<file path="src/rtl/bus_pkg.sv">
// Shared definitions for the data-bus interface: access size codes, the
// transfer FSM encoding, and lane helpers (byte strobes, store replication).
package bus_pkg;

  localparam logic [1:0] SIZE_BYTE = 2'b00;
  localparam logic [1:0] SIZE_HALF = 2'b01;
  localparam logic [1:0] SIZE_WORD = 2'b10;

  typedef enum logic [1:0] {
    StIdle,
    StReq,
    StDone
  } state_e;

  // Byte enables for an access of the given size at the given byte offset.
  function automatic logic [3:0] byte_strobe(input logic [1:0] size, input logic [1:0] offset);
    logic [3:0] strobe;
    case (size)
      SIZE_BYTE: strobe = 4'b0001 << offset;
      SIZE_HALF: strobe = offset[1] ? 4'b1100 : 4'b0011;
      default:   strobe = 4'b1111;
    endcase
    return strobe;
  endfunction

  // Copy LSB-justified store data onto every lane the access could hit.
  function automatic logic [31:0] replicate(input logic [1:0] size, input logic [31:0] data);
    logic [31:0] lanes;
    case (size)
      SIZE_BYTE: lanes = {4{data[7:0]}};
      SIZE_HALF: lanes = {2{data[15:0]}};
      default:   lanes = data;
    endcase
    return lanes;
  endfunction

endpackage

</file>
<file path="src/rtl/busio_load_align.sv">
// Load data formatter: picks the addressed byte/half/word lane out of a bus
// word and zero- or sign-extends it to 32 bits. Purely combinational.
// Ports:
//   data     in  32  raw bus word
//   offset   in  2   byte offset of the access within the word
//   size     in  2   access size code (bus_pkg SIZE_*)
//   sign_ext in  1   sign-extend narrow results
//   result   out 32  formatted load value
module busio_load_align
  import bus_pkg::*;
(
  input  logic [31:0] data,
  input  logic [1:0]  offset,
  input  logic [1:0]  size,
  input  logic        sign_ext,
  output logic [31:0] result
);

  logic [7:0]  lane_byte;
  logic [15:0] lane_half;

  always_comb begin
    lane_byte = data[7:0];
    case (offset)
      2'd0:    lane_byte = data[7:0];
      2'd1:    lane_byte = data[15:8];
      2'd2:    lane_byte = data[23:16];
      default: lane_byte = data[31:24];
    endcase
    lane_half = offset[1] ? data[31:16] : data[15:0];

    case (size)
      SIZE_BYTE: result = {{24{sign_ext & lane_byte[7]}}, lane_byte};
      SIZE_HALF: result = {{16{sign_ext & lane_half[15]}}, lane_half};
      default:   result = data;
    endcase
  end

endmodule

</file>
<file path="src/rtl/busio.sv">
// Data-bus interface behind the memory stage. Registers a load/store request
// onto the external request/ready bus, stalls the pipeline until the slave
// answers (or the wait limit expires), and returns formatted load data.
// Ports:
//   clk, reset_n                         clock, async active-low reset
//   mem_address/store_data/size/signed   request from the memory stage
//   mem_load, mem_store                  request levels (held while stalled)
//   pipeline_stall                       external hold; keeps busio in DONE
//   mem_load_data                        formatted load result (valid in DONE)
//   bus_stall                            hold pipeline while a transfer is open
//   bus_fault                            one-cycle pulse on wait-limit expiry
//   ext_*                                external data bus
module busio
  import bus_pkg::*;
#(
  parameter int unsigned MAX_WAIT = 255
) (
  input  logic        clk,
  input  logic        reset_n,
  input  logic [31:0] mem_address,
  input  logic [31:0] mem_store_data,
  input  logic [1:0]  mem_size,
  input  logic        mem_signed,
  input  logic        mem_load,
  input  logic        mem_store,
  input  logic        pipeline_stall,
  output logic [31:0] mem_load_data,
  output logic        bus_stall,
  output logic        bus_fault,
  output logic [31:0] ext_address,
  output logic [31:0] ext_write_data,
  output logic [3:0]  ext_write_strobe,
  output logic        ext_read_request,
  output logic        ext_write_request,
  input  logic        ext_ready,
  input  logic [31:0] ext_read_data
);

  // MAX_WAIT = 0 disables the limit; keep a 1-bit counter so widths stay legal.
  localparam int unsigned CntW = (MAX_WAIT > 0) ? $clog2(MAX_WAIT + 1) : 1;
  localparam logic [CntW-1:0] WaitLast = CntW'(MAX_WAIT - 1);

  state_e          state_q, state_d;
  logic [31:0]     addr_q, addr_d;
  logic [31:0]     wdata_q, wdata_d;
  logic [3:0]      strobe_q, strobe_d;
  logic            rreq_q, rreq_d;
  logic            wreq_q, wreq_d;
  logic            fault_q, fault_d;
  logic [31:0]     rdata_q, rdata_d;
  logic [1:0]      offset_q, offset_d;
  logic [1:0]      size_q, size_d;
  logic            signed_q, signed_d;
  logic            is_load_q, is_load_d;
  logic [CntW-1:0] wait_q, wait_d;
  logic            stall;
  logic            timeout;
  logic [31:0]     aligned;

  assign timeout = (MAX_WAIT != 0) && (wait_q == WaitLast);

  always_comb begin
    state_d   = state_q;
    addr_d    = addr_q;
    wdata_d   = wdata_q;
    strobe_d  = strobe_q;
    rreq_d    = rreq_q;
    wreq_d    = wreq_q;
    fault_d   = 1'b0;
    rdata_d   = rdata_q;
    offset_d  = offset_q;
    size_d    = size_q;
    signed_d  = signed_q;
    is_load_d = is_load_q;
    wait_d    = wait_q;
    stall     = 1'b0;

    case (state_q)
      StIdle: begin
        if (mem_load || mem_store) begin
          stall     = 1'b1;
          state_d   = StReq;
          addr_d    = {mem_address[31:2], 2'b00};
          // A simultaneous load and store is treated as a load only.
          is_load_d = mem_load;
          rreq_d    = mem_load;
          wreq_d    = ~mem_load;
          strobe_d  = mem_load ? 4'b0000 : byte_strobe(mem_size, mem_address[1:0]);
          wdata_d   = mem_load ? 32'h0 : replicate(mem_size, mem_store_data);
          offset_d  = mem_address[1:0];
          size_d    = mem_size;
          signed_d  = mem_signed;
          wait_d    = '0;
          rdata_d   = 32'h0;
        end
      end
      StReq: begin
        stall = 1'b1;
        if (ext_ready) begin
          rdata_d = is_load_q ? ext_read_data : 32'h0;
          rreq_d  = 1'b0;
          wreq_d  = 1'b0;
          state_d = StDone;
        end else if (timeout) begin
          rdata_d = 32'h0;
          rreq_d  = 1'b0;
          wreq_d  = 1'b0;
          fault_d = 1'b1;
          state_d = StDone;
        end else begin
          wait_d = wait_q + 1'b1;
        end
      end
      StDone: begin
        if (!pipeline_stall) begin
          state_d = StIdle;
          wait_d  = '0;
        end
      end
      default: state_d = StIdle;
    endcase
  end

  always_ff @(posedge clk or negedge reset_n) begin
    if (!reset_n) begin
      state_q   <= StIdle;
      addr_q    <= 32'h0;
      wdata_q   <= 32'h0;
      strobe_q  <= 4'h0;
      rreq_q    <= 1'b0;
      wreq_q    <= 1'b0;
      fault_q   <= 1'b0;
      rdata_q   <= 32'h0;
      offset_q  <= 2'b00;
      size_q    <= SIZE_BYTE;
      signed_q  <= 1'b0;
      is_load_q <= 1'b0;
      wait_q    <= '0;
    end else begin
      state_q   <= state_d;
      addr_q    <= addr_d;
      wdata_q   <= wdata_d;
      strobe_q  <= strobe_d;
      rreq_q    <= rreq_d;
      wreq_q    <= wreq_d;
      fault_q   <= fault_d;
      rdata_q   <= rdata_d;
      offset_q  <= offset_d;
      size_q    <= size_d;
      signed_q  <= signed_d;
      is_load_q <= is_load_d;
      wait_q    <= wait_d;
    end
  end

  busio_load_align u_load_align (
    .data     (rdata_q),
    .offset   (offset_q),
    .size     (size_q),
    .sign_ext (signed_q),
    .result   (aligned)
  );

  // Stall is combinational from IDLE; gate with reset so outputs read 0 in reset.
  assign bus_stall         = stall & reset_n;
  // Registered: the fault pulse is visible during the first DONE cycle.
  assign bus_fault         = fault_q;
  assign mem_load_data     = (state_q == StDone && is_load_q) ? aligned : 32'h0;
  assign ext_address       = addr_q;
  assign ext_write_data    = wdata_q;
  assign ext_write_strobe  = strobe_q;
  assign ext_read_request  = rreq_q;
  assign ext_write_request = wreq_q;

endmodule
</file>
<file path="config.mk">
export PLATFORM = sky130hd
export DESIGN_NAME = busio
export DESIGN_NICKNAME = d
export VERILOG_FILES = /design/src/rtl/bus_pkg.sv /design/src/rtl/busio_load_align.sv /design/src/rtl/busio.sv
export SDC_FILE = /design/constraint.sdc
export NUM_CORES = 1
export LEC_CHECK = 0
export ABC_AREA = 1
export CORE_MARGIN = 10
export CORE_UTILIZATION = 48
export DETAILED_ROUTE_END_ITERATION = 8
export MAX_ROUTING_LAYER = met4
export PLACE_DENSITY = 0.85
export SLEW_MARGIN = 5
export SYNTH_ARGS = -nofsm -noshare
export SYNTH_HDL_FRONTEND = slang
export SYNTH_SLANG_ARGS = --single-unit
</file>
<file path="constraint.sdc">
create_clock -name clk -period 2.2 [get_ports clk]
set_clock_uncertainty 0.05 [all_clocks]
set_input_delay 0.22 -clock clk [delete_from_list [all_inputs] [get_ports clk]]
set_output_delay 0.22 -clock clk [all_outputs]
set_load 0.05 [all_outputs]
</file>
==> results of run 1 <==
[timing repair]
| item | 4_1_cts | 5_1_grt |
|---|---|---|
| gates cloned | 0 | 1 |
| pin swaps | 1 | 14 |
| gates resized for setup | 25 | 78 |
| endpoints found under the setup margin | 25 | 26 |
| hold endpoints to repair | 117 | 0 |
| hold buffers | 1 | 0 |
| buffers inserted | 0 | 16 |
[layer usage]
layer	wire (um)	share of wire	GRT usage	vias to the layer above
met1	7740	0.39	0.265	2777
met5	0	0	-	-
met4	495	0.025	0.0689	0
met3	1870	0.094	0.0887	43
li1	-	-	-	2778
met2	9720	0.49	0.362	296
[stage by stage]
step,cells,util
CTS,1107,0.748
global placement,1074,0.685
floorplan,742,-
detailed placement,1074,0.685
finish,1124,0.788
global route,1124,0.788
[sequential cells by signal, summed over array words and instances (netlist names)]
name	flops
ext_write_data	32
size_q	2
ext_read_request	1
signed_q	1
bus_fault	1
state_q	2
ext_address	30
rdata_q	32
ext_write_strobe	4
ext_write_request	1
wait_q	8
is_load_q	1
offset_q	2
[worst min-delay path by stage]
stage,startpoint,endpoint,slack [ps],depth (start not counted)
after floorplan,reset_n,bus_fault,-130,0
after global placement,reset_n,wait_q[2],330,2
after detailed placement,reset_n,wait_q[2],340,2
after CTS,mem_address[10],ext_address[10],280,3
after global routing,mem_address[17],ext_address[17],290,3
final,mem_address[31],ext_address[31],290,3
[report_power, final]
group | internal, mW | switching [mW] | leakage, nW
Combinational | 2.47 | 4.98 | 2.54
Clock | 1.93 | 1.04 | 0.311
Sequential | 3.06 | 0.691 | 1.52
[worst max-delay path, cell delays in order (launching register included)]
cell     delay (ps)
dfrtp_2         480
buf_6           150
nand2_1          70
a21oi_2         170
nand2_2          90
nand3_4         120
nand2_8         130
nor2_2          150
buf_6           180
[kinds of logic (layout without fill, tap and decap cells)]
family | Yosys count | count (layout) | share of synthesized area
and+or+nand+nor | 446 | 447 | 0.312
DFF | 117 | 117 | 0.519
AOI/OAI and AO/OA | 101 | 101 | 0.0958
buffers and inverters | 70 | 308 | 0.0625
xor gates and xnor gates | 4 | 4 | 0.00621
adders and majority gates | 2 | 2 | 0.00443
other | 1 | 2 | 0.000665
[layout make-up]
class / instances / area (sq um) / area share
sequential: 117 / 2930 / 0.324
clock buffer: 18 / 439 / 0.0486
multi-input combinational: 556 / 2650 / 0.293
clock inverter: 14 / 199 / 0.0220
tap: 143 / 179 / 0.0198
timing repair buffer: 238 / 2490 / 0.276
inverter: 38 / 154 / 0.0170
[cells in the final DEF, fill, tap and decap left out, types with 13 or more instances in the layout]
cell type / instances
buf_6: 16
a21oi_1: 20
dfrtp_1: 116
inv_1: 29
clkbuf_16: 17
nor2_1: 43
nand2_1: 344
clkdlybuf4s50_1: 172
nor2_4: 14
o21ai_0: 33
nand3_1: 16
buf_4: 29
buf_12: 13
o21ai_1: 34
==> impl.org, run 1 <==
** Placement
- Placement-stage cell area :: 7850 sq um
- Once detailed placement completed, the half-perimeter wirelength came to 13.3 mm.
- Input/output buffers :: 206
- Weighted congestion reported at the end of routability-driven placement :: 0.915
- Setup WS pre-CTS :: 218 ps

** Worst setup path
- FF-to-FF setup slack :: 480 ps
- Number of cells on the worst reg-to-reg path :: 8
- Largest fanout of any net on the critical path :: 8
- Worst Setup Path Type :: reg2out
- The most critical setup path has its endpoint at mem_load_data[28].
- Startpoint of the worst register-to-register path :: state_q[1]
- Data arrives at the worst endpoint at 1950 ps.
- Source of the critical timing path :: offset_q[1]
- STA puts the critical path data required time at 1930 ps.
- Worst flop-to-flop path endpoint :: rdata_q[8]
- STA classifies the critical path startpoint as a register.
- CP endpoint kind :: primary output

** Detailed routing
- Vias per cell :: 5.24
- The first detailed-routing pass took 7 iterations.
- Remaining routing DRC violations :: 0
- After detailed routing, the average wire length per cell comes to 17.6 um.
- Vias post-DR :: 5894
- Violation count after the first detailed-routing iteration :: 515
- In this run the remaining antenna-violating nets after routing total 0.
- Routed Wire Length :: 19.8 mm

** Floorplanning
- After floorplanning, the core was divided into 39 placement rows.
- Die width :: 128 um
- Standard cell core area :: 11500 sq um
- Die area :: 16500 sq um
- From bottom edge to top edge, the die measures 128 um.
- Initial standard-cell utilization of the core :: 0.492
- Pin placement for this block handled 209 I/O pins.

** Synthesis
- Of all cell types, the one taking the most synthesized area is dfrtp_1.
- Number of warnings printed during yosys synthesis :: 0
- Synthesis produced 741 cells.
- Most common cell in the synthesized netlist :: nand2_1
- After synthesis, the cell types taking the most area are dfrtp_1 (52%), nand2_1 (23%), nor2_1 (4.2%), o21ai_0 (3.4%), o21ai_1 (2.7%).
- For this run, the leading register cell type out of synthesis is dfrtp_1.
- Of the synthesized area, sequential elements account for 0.519.
- A synthesized cell averages 7.62 sq um.
- Most frequent cells after synthesis :: nand2_1 (347), dfrtp_1 (117), nor2_1 (63), o21ai_0 (38), inv_1 (33)
- Distinct cell type count of the synthesized netlist :: 34
- The cell area that synthesis handed to floorplanning was 5640 sq um.
- Share of flip-flops with an asynchronous set or reset after synthesis :: 1.00
- Number of enable flip-flop cells after synthesis :: 0
- The share of synthesized area in the top cell type comes to 0.519.
- Counting flops and latches in the post-synthesis netlist gives 117.

** Clocking
- Insertion delay to the later sink of the worst-skew pair :: 410 ps
- Clock buffers created by TritonCTS :: 17
- Maximum buffer depth of the clock tree :: 2
- CTS saw 117 sinks.
- Clock root buffer :: clkbuf_16
- TritonCTS built the clock tree.
- Level count of the clock H-tree :: 4
- After clock tree synthesis, the clock-pin slew on the worst setup and hold paths is 60 ps.

** Outcome
- Violated checks :: setup timing
- Status :: finished with violations

** Global route
- The number of global-route vias before repair was 5776.
- Entering global routing, the biggest net connects 118 pins.
- Total global routing track utilization :: 0.229
- Wire length of the first global-routing pass :: 29.3 mm
- Initial antenna violation count :: 0
- The total overflow left after global routing is 0.

** Timing
- Dividing the final minimum period by the clock period gives 1.01.
- The count of final max-slew check failures came to 0.
- The tightest hold path in the finished design has a slack of 288 ps.
- In this run the tightest slew margin relative to its limit is 0.578.
- Setup TNS :: -24.9 ps
- Maximum frequency from static timing analysis :: 449 MHz
- RSZ-0062 raised after global routing :: true
- Counting I/O delays and the setup requirement, the final critical path takes 2220 ps.
- Setup violations remaining at the end of the flow were counted as 1.
- For the pin with the worst max-slew slack, the measured transition is 634 ps.
- PnR worst setup slack :: -24.9 ps
- Final hold violations :: 0

** Layout
- The number of antenna diodes in the final layout is 0.
- At the end of the flow, the number of nets in the layout was 1075.
- Of the cells placed in the final design, the portion with a size suffix greater than 1 is 0.159.
- Synth-to-Final Area Change :: 60.2%
- The finished cells cover 9040 sq um.
- Counting the fill cells in the layout gives 752.

** Power
- Total leakage power :: 4.37 nW
- Power spread over the standard cell area amounts to 1570 nW/um^2.
- VDD IR max :: 1.08 mV
- The design draws 14.2 mW.

** Run
- Maxcap violations :: 0

** Min path
- The worst hold path belongs to the class in2reg.
No activity file was read; power rests on OpenSTA's default activity.
==> run 2, diff against run 1 <==
--- a/config.mk
+++ b/config.mk
@@ -6,9 +6,11 @@
 export NUM_CORES = 1
 export LEC_CHECK = 0
 export ABC_AREA = 1
+export CAP_MARGIN = 25
 export CORE_MARGIN = 10
 export CORE_UTILIZATION = 48
 export DETAILED_ROUTE_END_ITERATION = 8
+export HOLD_SLACK_MARGIN = 0.06
 export MAX_ROUTING_LAYER = met4
 export PLACE_DENSITY = 0.85
 export SLEW_MARGIN = 5
==> results of run 2 <==
No change in the layout: final DEF, timing and power equal those of run 1.
==> run 3, diff against run 2 <==
--- a/config.mk
+++ b/config.mk
@@ -13,6 +13,7 @@
 export HOLD_SLACK_MARGIN = 0.06
 export MAX_ROUTING_LAYER = met4
 export PLACE_DENSITY = 0.85
+export SETUP_SLACK_MARGIN = 0.3
 export SLEW_MARGIN = 5
 export SYNTH_ARGS = -nofsm -noshare
 export SYNTH_HDL_FRONTEND = slang
==> impl.org, run 3 (synthesized netlist as in run 1, its figures left out) <==
** Timing
- The final critical-path required period is 2220 ps (-7.39 ps).
- The final total negative setup slack was -36.2 ps (-11.4 ps).
- Ratio of final minimum period to clock period :: 1.01 (-0.00336)
- Setup repair after global routing could not meet its margin everywhere.
- The count of final max-slew check failures is 0 (unchanged).
- The worst hold slack across all endpoints came to 287 ps (-1.37 ps).
- The transition time at the pin with the least slew margin is 658 ps (+24.0 ps).
- The number of failing hold endpoints at the final stage was 0 (unchanged).
- Max transition margin :: 0.562 (-0.0160)
- PnR worst setup slack :: -17.5 ps (+7.39 ps)
- The fmax is 451 MHz (+0.33%).
- Final setup fails :: 4 (+3)

** Floorplanning
- The row count is 39 (unchanged).
- Die area :: 16500 sq um (unchanged)
- Die width :: 128 um (unchanged)
- Boundary pin count :: 209 (unchanged)
- Standard cell core area :: 11500 sq um (unchanged)
- The floorplan die height was 128 um (unchanged).
- The initial core utilization is 0.492 (unchanged).

** Min path
- The number of stages on the worst hold path was 3 (unchanged).
- Min-Delay Endpoint :: ext_address[26]
- Worst min-delay path startpoint :: mem_address[26]
- The worst hold path belongs to the class in2reg.

** Worst setup path
- Number of cells on the worst reg-to-reg path :: 10 (+2)
- The maximum fanout encountered on the critical timing path is 8 (unchanged).
- Startpoint of the worst register-to-register path :: wait_q[0]
- Worst path arrival time :: 1950 ps (about the same)
- STA classifies the critical path endpoint as a primary output.
- FF-to-FF setup slack :: 440 ps (-40 ps)
- The critical path in this run is classified as reg2out.
- CP startpoint kind :: register
- The worst register-to-register path ends at rdata_q[2].
- The required time at the endpoint of the critical path was 1930 ps (about the same).

** Layout
- Total Nets Final :: 1072 (-0.28%)
- Ant. Diodes :: 0 (unchanged)
- Most used cells in the layout excluding fill and tap cells :: nand2_1 (337), clkdlybuf4s50_1 (136), dfrtp_1 (116), nor2_1 (44)
- Non-filler instance count after layout :: 1121 (-0.27%)
- Share of post-route cells with drive strength above 1 :: 0.175 (+0.0158)
- Most common cell after layout, fill and taps aside :: nand2_1
- The area growth from synthesis to layout is 62.0%.

** Clocking
- The clock edge transition at the registers on the reported setup and hold paths came to 60 ps (about the same).
- Clock buffers created by TritonCTS :: 17 (unchanged)
- TritonCTS clock tree :: done
- Maximum buffer depth of the clock tree :: 2 (unchanged)
- Level count of the clock H-tree :: 4 (unchanged)
- The tree is rooted in a clkbuf_16.
- The CTS sink count is 117 (unchanged).
- Insertion delay to the later sink of the worst-skew pair :: 410 ps (about the same)

** Global route
- GRT Residual Overflow :: 0 (unchanged)
- The wire length of the first global-routing pass was 30.0 mm (+2.4%).
- Initial antenna violation count :: 0 (unchanged)
- Maximum number of pins on one net before global-route repair :: 118 (unchanged)
- Total global routing track utilization :: 0.238 (+0.00865)
- The number of global-route vias before repair was 5844 (+1.2%).

** Placement
- The number of port buffers was 206 (unchanged).
- Weighted congestion reported at the end of routability-driven placement :: 0.916 (about the same)
- Number of cells after detailed placement :: 1075 (+0.093%)
- The setup slack at placement was 205 ps (-12.7 ps).
- HPWL after detailed placement :: 13.3 mm (-0.12%)

** Outcome
- Violated checks :: setup timing
- The flow ran to the end, but the final reports show violations.

** Power
- Total leakage power :: 4.78 nW (+9.5%)
- The total power consumption of the routed design is 14.0 mW (-0.93%).
- VDD IR max :: 1.02 mV (-5.6%)
- The total power divided by cell area came to 1540 nW/um^2 (-2.1%).

** Detailed routing
- Violation count after the first detailed-routing iteration :: 487 (-5.4%)
- Routed Wire Length :: 20.4 mm (+3.2%)
- Initial DRT Pass Iterations :: 5 (-2)
- The post-detailed-route wirelength per cell came to 18.2 um (+3.5%).
- The post-route DRC violation count is 0 (unchanged).
- Remaining number of nets flagged by the antenna check after routing :: 0 (unchanged)
- Vias post-DR :: 5902 (+0.14%)
- Vias per cell :: 5.26 (+0.40%)

** Run
- Maxcap violations :: 0 (unchanged)
[run 3: cell types whose count changed in the layout (fill, tap and decap cells not counted), moves of 8 or more]
cell,previous run,this run
inv_2,4,12
clkdlybuf4s50_1,172,136
dlymetal6s2s_1,0,29
buf_4,29,21
[run 3: per-layer routing]
metal,share of wire,vias to the layer above,global-route usage
met5,0,-,-
met4,0.031,0,0.0934
met3,0.092,49,0.0903
met2,0.50,294,0.372
met1,0.38,2790,0.271
li1,-,2769,-
[run 3: report_power, final]
| group | internal (mW) | switching [mW] | leakage [nW] |
|---|---|---|---|
| combinational | 2.39 | 5.04 | 2.97 |
| clock | 1.84 | 1.00 | 0.290 |
| sequential | 3.06 | 0.703 | 1.52 |
[run 3: critical path, stage by stage, from the launching register on]
cell and delay, ps:
dfrtp_2 470, nor2_1 140, nand2_1 80, nand3_2 110
nand3_4 120, nand3_4 150, nand2_4 140, nor2_2 140
buf_6 170
[run 3: what timing repair did]
| item | in CTS | in global routing |
|---|---|---|
| pin swaps | 11 | 17 |
| gates cloned | 1 | 0 |
| setup buffers | 8 | 4 |
| endpoints found under the setup margin | 39 | 93 |
| hold buffers | 1 | 0 |
| resized for setup | 57 | 97 |
| hold endpoints to repair | 117 | 0 |
[run 3: area by class of cell]
type | count | area [sq um]
multi-input combinational | 556 | 2730
sequential | 117 | 2930
clock inverter | 11 | 149
timing repair buffer | 235 | 2550
clock buffer | 21 | 460
inverter | 38 | 148
fill | 712 | 2320
tap | 143 | 179
[run 3: how the worst max path moves through the flow]
stage	start	depth (start not counted)	to	slack, ps
after floorplan	state_q[0]	3	mem_load_data[0]	30
after global placement	offset_q[0]	9	mem_load_data[1]	200
after detailed placement	offset_q[0]	9	mem_load_data[1]	200
after CTS	offset_q[0]	9	mem_load_data[1]	60
after global routing	offset_q[0]	8	mem_load_data[30]	-80
final	offset_q[1]	8	mem_load_data[29]	-20
[run 3: through the flow]
step,utilization,cell area [sq um]
after detailed placement,0.687,7880
after global routing,0.797,9140
after floorplan,-,5680
after global placement,0.687,7880
after CTS,0.764,8760
final,0.797,9140
